--- src/rtl/alu_execute_sequencer.sv ---
// Multi-cycle execute controller: accepts one OP/OP-IMM instruction, fetches operands
// through a single shared register-file read port, drives the ALU and writes the result back.

package alu_operations;
    typedef enum logic [3:0] {
        Add                    = 4'd0,
        Subtract               = 4'd1,
        Shift_Left_Logical     = 4'd2,
        Set_Less_Than          = 4'd3,
        Set_Less_Than_Unsigned = 4'd4,
        Xor                    = 4'd5,
        Shift_Right_Logical    = 4'd6,
        Shift_Right_Arithmetic = 4'd7,
        Or                     = 4'd8,
        And                    = 4'd9
    } alu_operation_t;
endpackage

module alu_execute_sequencer #(
    parameter bit SUPPRESS_X0_WRITE = 1'b1
) (
    input  logic                           clk,
    input  logic                           rst_n,
    input  logic                           instr_valid,
    output logic                           instr_ready,
    input  logic [31:0]                    instruction,
    output logic [4:0]                     rf_read_addr,
    input  logic [31:0]                    rf_read_data,
    output alu_operations::alu_operation_t alu_operation,
    output logic [31:0]                    alu_operand_1,
    output logic [31:0]                    alu_operand_2,
    input  logic [31:0]                    alu_result,
    output logic                           rf_write_enable,
    output logic [4:0]                     rf_write_addr,
    output logic [31:0]                    rf_write_data,
    output logic                           done,
    output logic                           illegal
);
    import alu_operations::*;

    typedef enum logic [2:0] {
        IDLE,
        READ_1,
        READ_2,
        EXECUTE,
        WRITEBACK,
        ILLEGAL
    } state_t;

    state_t state, next_state;

    logic [6:0]     opcode;
    logic [2:0]     funct3;
    logic [6:0]     funct7;
    logic           dec_is_r;
    logic           dec_is_i;
    logic           dec_bad;
    alu_operation_t dec_op;

    logic           is_r_q;
    logic [4:0]     rs1_q;
    logic [4:0]     rs2_q;
    logic [4:0]     rd_q;
    logic [31:0]    imm_q;
    alu_operation_t op_q;
    logic [31:0]    result_q;

    logic           accept;

    assign opcode   = instruction[6:0];
    assign funct3   = instruction[14:12];
    assign funct7   = instruction[31:25];
    assign dec_is_r = (opcode == 7'b0110011);
    assign dec_is_i = (opcode == 7'b0010011);
    assign accept   = instr_valid && instr_ready;

    // For OP-IMM, funct7 aliases imm[11:5], so the SRAI/SRLI split uses the same field.
    always_comb begin
        dec_op = Add;
        case (funct3)
            3'b000:  dec_op = (dec_is_r && funct7 == 7'b0100000) ? Subtract : Add;
            3'b001:  dec_op = Shift_Left_Logical;
            3'b010:  dec_op = Set_Less_Than;
            3'b011:  dec_op = Set_Less_Than_Unsigned;
            3'b100:  dec_op = Xor;
            3'b101:  dec_op = (funct7 == 7'b0100000) ? Shift_Right_Arithmetic : Shift_Right_Logical;
            3'b110:  dec_op = Or;
            default: dec_op = And;
        endcase
    end

    always_comb begin
        dec_bad = 1'b0;
        if (dec_is_r) begin
            dec_bad = !((funct7 == 7'b0000000) ||
                        (funct7 == 7'b0100000 && (funct3 == 3'b000 || funct3 == 3'b101)));
        end else if (dec_is_i) begin
            dec_bad = ((funct3 == 3'b001) && (funct7 != 7'b0000000)) ||
                      ((funct3 == 3'b101) && (funct7 != 7'b0000000) && (funct7 != 7'b0100000));
        end else begin
            dec_bad = 1'b1;
        end
    end

    always_ff @(posedge clk or negedge rst_n) begin
        if (!rst_n) begin
            state <= IDLE;
        end else begin
            state <= next_state;
        end
    end

    always_comb begin
        next_state      = state;
        instr_ready     = 1'b0;
        rf_read_addr    = 5'd0;
        rf_write_enable = 1'b0;
        done            = 1'b0;
        illegal         = 1'b0;
        case (state)
            IDLE: begin
                instr_ready = 1'b1;
                if (instr_valid) begin
                    next_state = dec_bad ? ILLEGAL : READ_1;
                end
            end
            READ_1: begin
                rf_read_addr = rs1_q;
                next_state   = is_r_q ? READ_2 : EXECUTE;
            end
            READ_2: begin
                rf_read_addr = rs2_q;
                next_state   = EXECUTE;
            end
            EXECUTE: begin
                next_state = WRITEBACK;
            end
            WRITEBACK: begin
                rf_write_enable = !(SUPPRESS_X0_WRITE && (rd_q == 5'd0));
                done            = 1'b1;
                next_state      = IDLE;
            end
            ILLEGAL: begin
                illegal    = 1'b1;
                next_state = IDLE;
            end
            default: begin
                next_state = IDLE;
            end
        endcase
    end

    // The ALU-facing operation is only updated on entry to EXECUTE so it never glitches mid-fetch.
    always_ff @(posedge clk or negedge rst_n) begin
        if (!rst_n) begin
            is_r_q        <= 1'b0;
            rs1_q         <= 5'd0;
            rs2_q         <= 5'd0;
            rd_q          <= 5'd0;
            imm_q         <= 32'd0;
            op_q          <= Add;
            result_q      <= 32'd0;
            alu_operation <= Add;
            alu_operand_1 <= 32'd0;
            alu_operand_2 <= 32'd0;
        end else begin
            case (state)
                IDLE: begin
                    if (accept && !dec_bad) begin
                        is_r_q <= dec_is_r;
                        rs1_q  <= instruction[19:15];
                        rs2_q  <= instruction[24:20];
                        rd_q   <= instruction[11:7];
                        imm_q  <= {{20{instruction[31]}}, instruction[31:20]};
                        op_q   <= dec_op;
                    end
                end
                READ_1: begin
                    alu_operand_1 <= rf_read_data;
                    if (!is_r_q) begin
                        alu_operand_2 <= imm_q;
                        alu_operation <= op_q;
                    end
                end
                READ_2: begin
                    alu_operand_2 <= rf_read_data;
                    alu_operation <= op_q;
                end
                EXECUTE: begin
                    result_q <= alu_result;
                end
                default: begin
                end
            endcase
        end
    end

    assign rf_write_addr = rd_q;
    assign rf_write_data = result_q;

endmodule

--- config.mk ---
export PLATFORM = sky130hd
export DESIGN_NAME = alu_execute_sequencer
export DESIGN_NICKNAME = d
export VERILOG_FILES = /design/src/rtl/alu_execute_sequencer.sv
export SDC_FILE = /design/constraint.sdc
export NUM_CORES = 1
export LEC_CHECK = 0
export ABC_AREA = 0
export ABC_CLOCK_PERIOD_IN_PS = 5430
export BUFFER_PORTS_ARGS = -buffer_cell sky130_fd_sc_hd__buf_4
export CORE_ASPECT_RATIO = 1.25
export CORE_MARGIN = 8
export CORE_UTILIZATION = 35
export DETAILED_ROUTE_END_ITERATION = 6
export PLACE_DENSITY_LB_ADDON = 0.2
export SLEW_MARGIN = 20
export SYNTH_ARGS = -nofsm -noshare
export SYNTH_HDL_FRONTEND = slang
export SYNTH_SLANG_ARGS = --single-unit
--- constraint.sdc ---
create_clock -name clk -period 5.43 [get_ports clk]
set_clock_uncertainty 0.1 [all_clocks]
set_input_delay 1.086 -clock clk [delete_from_list [all_inputs] [get_ports clk]]
set_output_delay 1.086 -clock clk [all_outputs]
set_load 0.1 [all_outputs]
==> metrics.md <==
| Metric | Value |
|---|---|
| Outcome | complete, no violations |
| Register area share after synthesis | around 60% |
| Routability cong. | 0.761 |
| Seq cells post-synth | 130 |
| Die X | roughly 130 um |
| Max Root-Sink Buffers | 2 |
| Initial antenna violation count | 0 |
| H-tree Lvls | 4 |
| Final setup viols | 0 |
| Worst hold slack | approximately 0.40 ns |
| Max Fclk | slightly above 300 MHz |
| TritonCTS clock tree | built |
| Reg2reg start | state[0] |
| Drt wl/cell | 18.2 um |
| Synth Instances | between 300 and 400 |
| Cts hold-fix bufs | 0 |
| Ys Warns | 0 |
| Slew Viols, Final | 0 |
| Main synth FF type | dfrtp_1 |
| Clock-pin slew on the worst setup and hold paths | roughly 0.05 ns |
| Overall routing resource usage | 15.3% |
| Final net count | 706 |
| Die area | a little under 0.02 sq mm |
| Worst setup SP type | flop |
| Number of fillers in the final layout | ~1.3k |
| Core box area | 0.0150 sq mm |
| Post-route setup TNS | 0 ns |
| Initial DRT Pass Iterations | 4 |
| Largest net degree at the start of global routing | 70 |
| RSZ-0062 raised after global routing | no |
| Initial drt markers | between 150 and 200 |
| Layout cells sized above 1 | a little under three fifths |
| PortBufs | roughly 210 |
| Final hold viol count | 0 |
| Chip Height | roughly 150 um |
| Setup Buffers After CTS | 0 |
| Syn Nets | around 500 |
| Final wirelength | approximately 15000 um |
| Post-synthesis async set-or-reset flop share | between 90% and 100% |
| Maximum fanout along the worst path | 39 |
| Number of synthesized flops with an enable pin | 0 |
| Worst Min Path Start | op_q[1] |
| Hold/Removal Path Class | flop to flop |
| Post-route antenna net violation count | 0 |
| Gr busiest metal | met2 |
| Netlist cell types | 36 |
| P&R area growth vs syn | 43.6% |
| Crit path required time | roughly 4.2 ns |
| Minimum clock period | ~3.3 ns |
| Std-Cell Rows | 50 |
| CP Launch Point | state[0] |
| Synthesized area | about 0.0054 sq mm |
| First-pass GRT wire length | around 23000 um |
| Crit Path Category | flop to output pin |
| Met3 usage | 4.40% |
| Final Non-Filler Cells | 802 |
| I/O Pins | between 200 and 250 |
| Remaining Overflow, GRT | 0 |
| Hpwl dp | around 11000 um |
| Worst slew margin | ~46% |
| Worst Path Arrival | 2.07 ns |
| Post_cts resized | 0 |
| Initial Utilization | 35.8% |
| Clock root cell | clkbuf_16 |
| Period utilisation layout | about three fifths |
| Met1 Use GR | approximately 16% |
| Sink Count | 130 |
| Total CTS buffers | 17 |
| Post-route DRC | 0 |
| Crit. End Element | output pin |
| Avg Synthesized Cell Area | roughly 14 sq um |
| Via count of the routed design | approximately 3.8k |
| Clk_lat worst skew | roughly 0.40 ns |
| Inst Count DP | 770 |
| Via-to-Cell Ratio | approximately 4.8 |
| Met2 Use GR | ~27% |
| Vias in the first global route | between 4k and 5k |
| Slew @ Worst Pin | 0.805 ns |
| Max cap viols | 0 |
| ANT cells | 0 |
## area by class of cell
cell class,instances,area [sq um],share of cell area [%]
clock buffers,22,464,6.03
repair buffers,218,1640,21.3
well taps,182,228,2.96
flip-flops and latches,130,3250,42.3
multi-input cells,237,1990,25.8
inverters,3,11.3,0.146
clock inverters,10,109,1.42
## sequential cells by signal (all words and copies together), names as in the netlist
register	count
rf_write_addr	5
rs1_q	5
rf_write_data	32
state	3
alu_operand_1	32
imm_q	8
alu_operand_2	32
is_r_q	1
alu_operation	4
rs2_q	4
op_q	4
## metal layers
metal / vias up / wire (um)
li1: 1831 / -
met1: 1868 / 5690
met2: 122 / 7690
met3: 19 / 825
met4: 0 / 362
met5: - / 0
## critical path: stages, from the launching register on
cell and delay (ns):
dfrtp_1 0.46, nor3b_2 0.20, buf_4 0.47, a22o_1 0.23
buf_4 0.29
## metrics by stage
step	setup WS, ns	util (%)	cell area (sq um)
floorplan	0.539	-	5360
global placement	2.01	47.6	7120
detailed placement	1.96	47.6	7120
finish	2.18	51.4	7690
global route	2.04	51.4	7690
CTS	2.10	51.4	7690
## worst paths after layout
path / to / slack (ns) / cells after the start
worst max-delay path: rf_read_addr[0] / 2.18 / 4
worst min-delay path: alu_operation[1] / 0.40 / 1
worst max register to register: alu_operand_2[22] / 2.87 / 6
worst min register to register: alu_operation[1] / 0.40 / 1
max in group asynchronous: alu_operand_1[18] / 3.43 / 2
min in group asynchronous: alu_operation[2] / 0.56 / 1
## cell families after synthesis
| logic type | Yosys count | share of synthesized area [%] |
|---|---|---|
| multiplexers | 107 | 23.4 |
| buffers and inverters | 29 | 2.36 |
| XOR/XNOR | 2 | 0.327 |
| AO/OA/AOI/OAI | 48 | 5.89 |
| AND/OR/NAND/NOR | 80 | 7.24 |
| flip-flops | 130 | 60.7 |
## cell usage in the layout, fill, tap and decap left out, types with 2 or more instances in the layout
master      count
mux2_2         75
clkinv_2        5
mux2i_1        14
mux2_4         18
a21oi_1        11
a31oi_1        21
xor2_1          2
bufinv_16       2
clkbuf_1        3
a22o_1          5
clkinvlp_4      2
clkbuf_8        2
nand2_1        25
nor3b_1         2
nand2b_1        3
dfrtp_1       130
o21ai_0         4
or2_2           2
buf_4         217
inv_1           3
clkbuf_16      17
or4_1           2
nor2_1         35
nor3b_2         3
## cells in the mapped netlist, drive strengths merged (4+ instances only)
master,number,area (sq um)
a21oi,11,55.1
nor2,35,131
nand2,25,93.8
mux2i,14,140
nor3b,5,42.5
buf,8,47.5
a31oi,21,131
dfrtp,130,3250
mux2,93,1110
o21ai,4,20.0
clkbuf,18,67.6
a22o,5,43.8
Power is not shown: default switching activity piles up to over one toggle a cycle in this logic, so the estimate is an artifact.
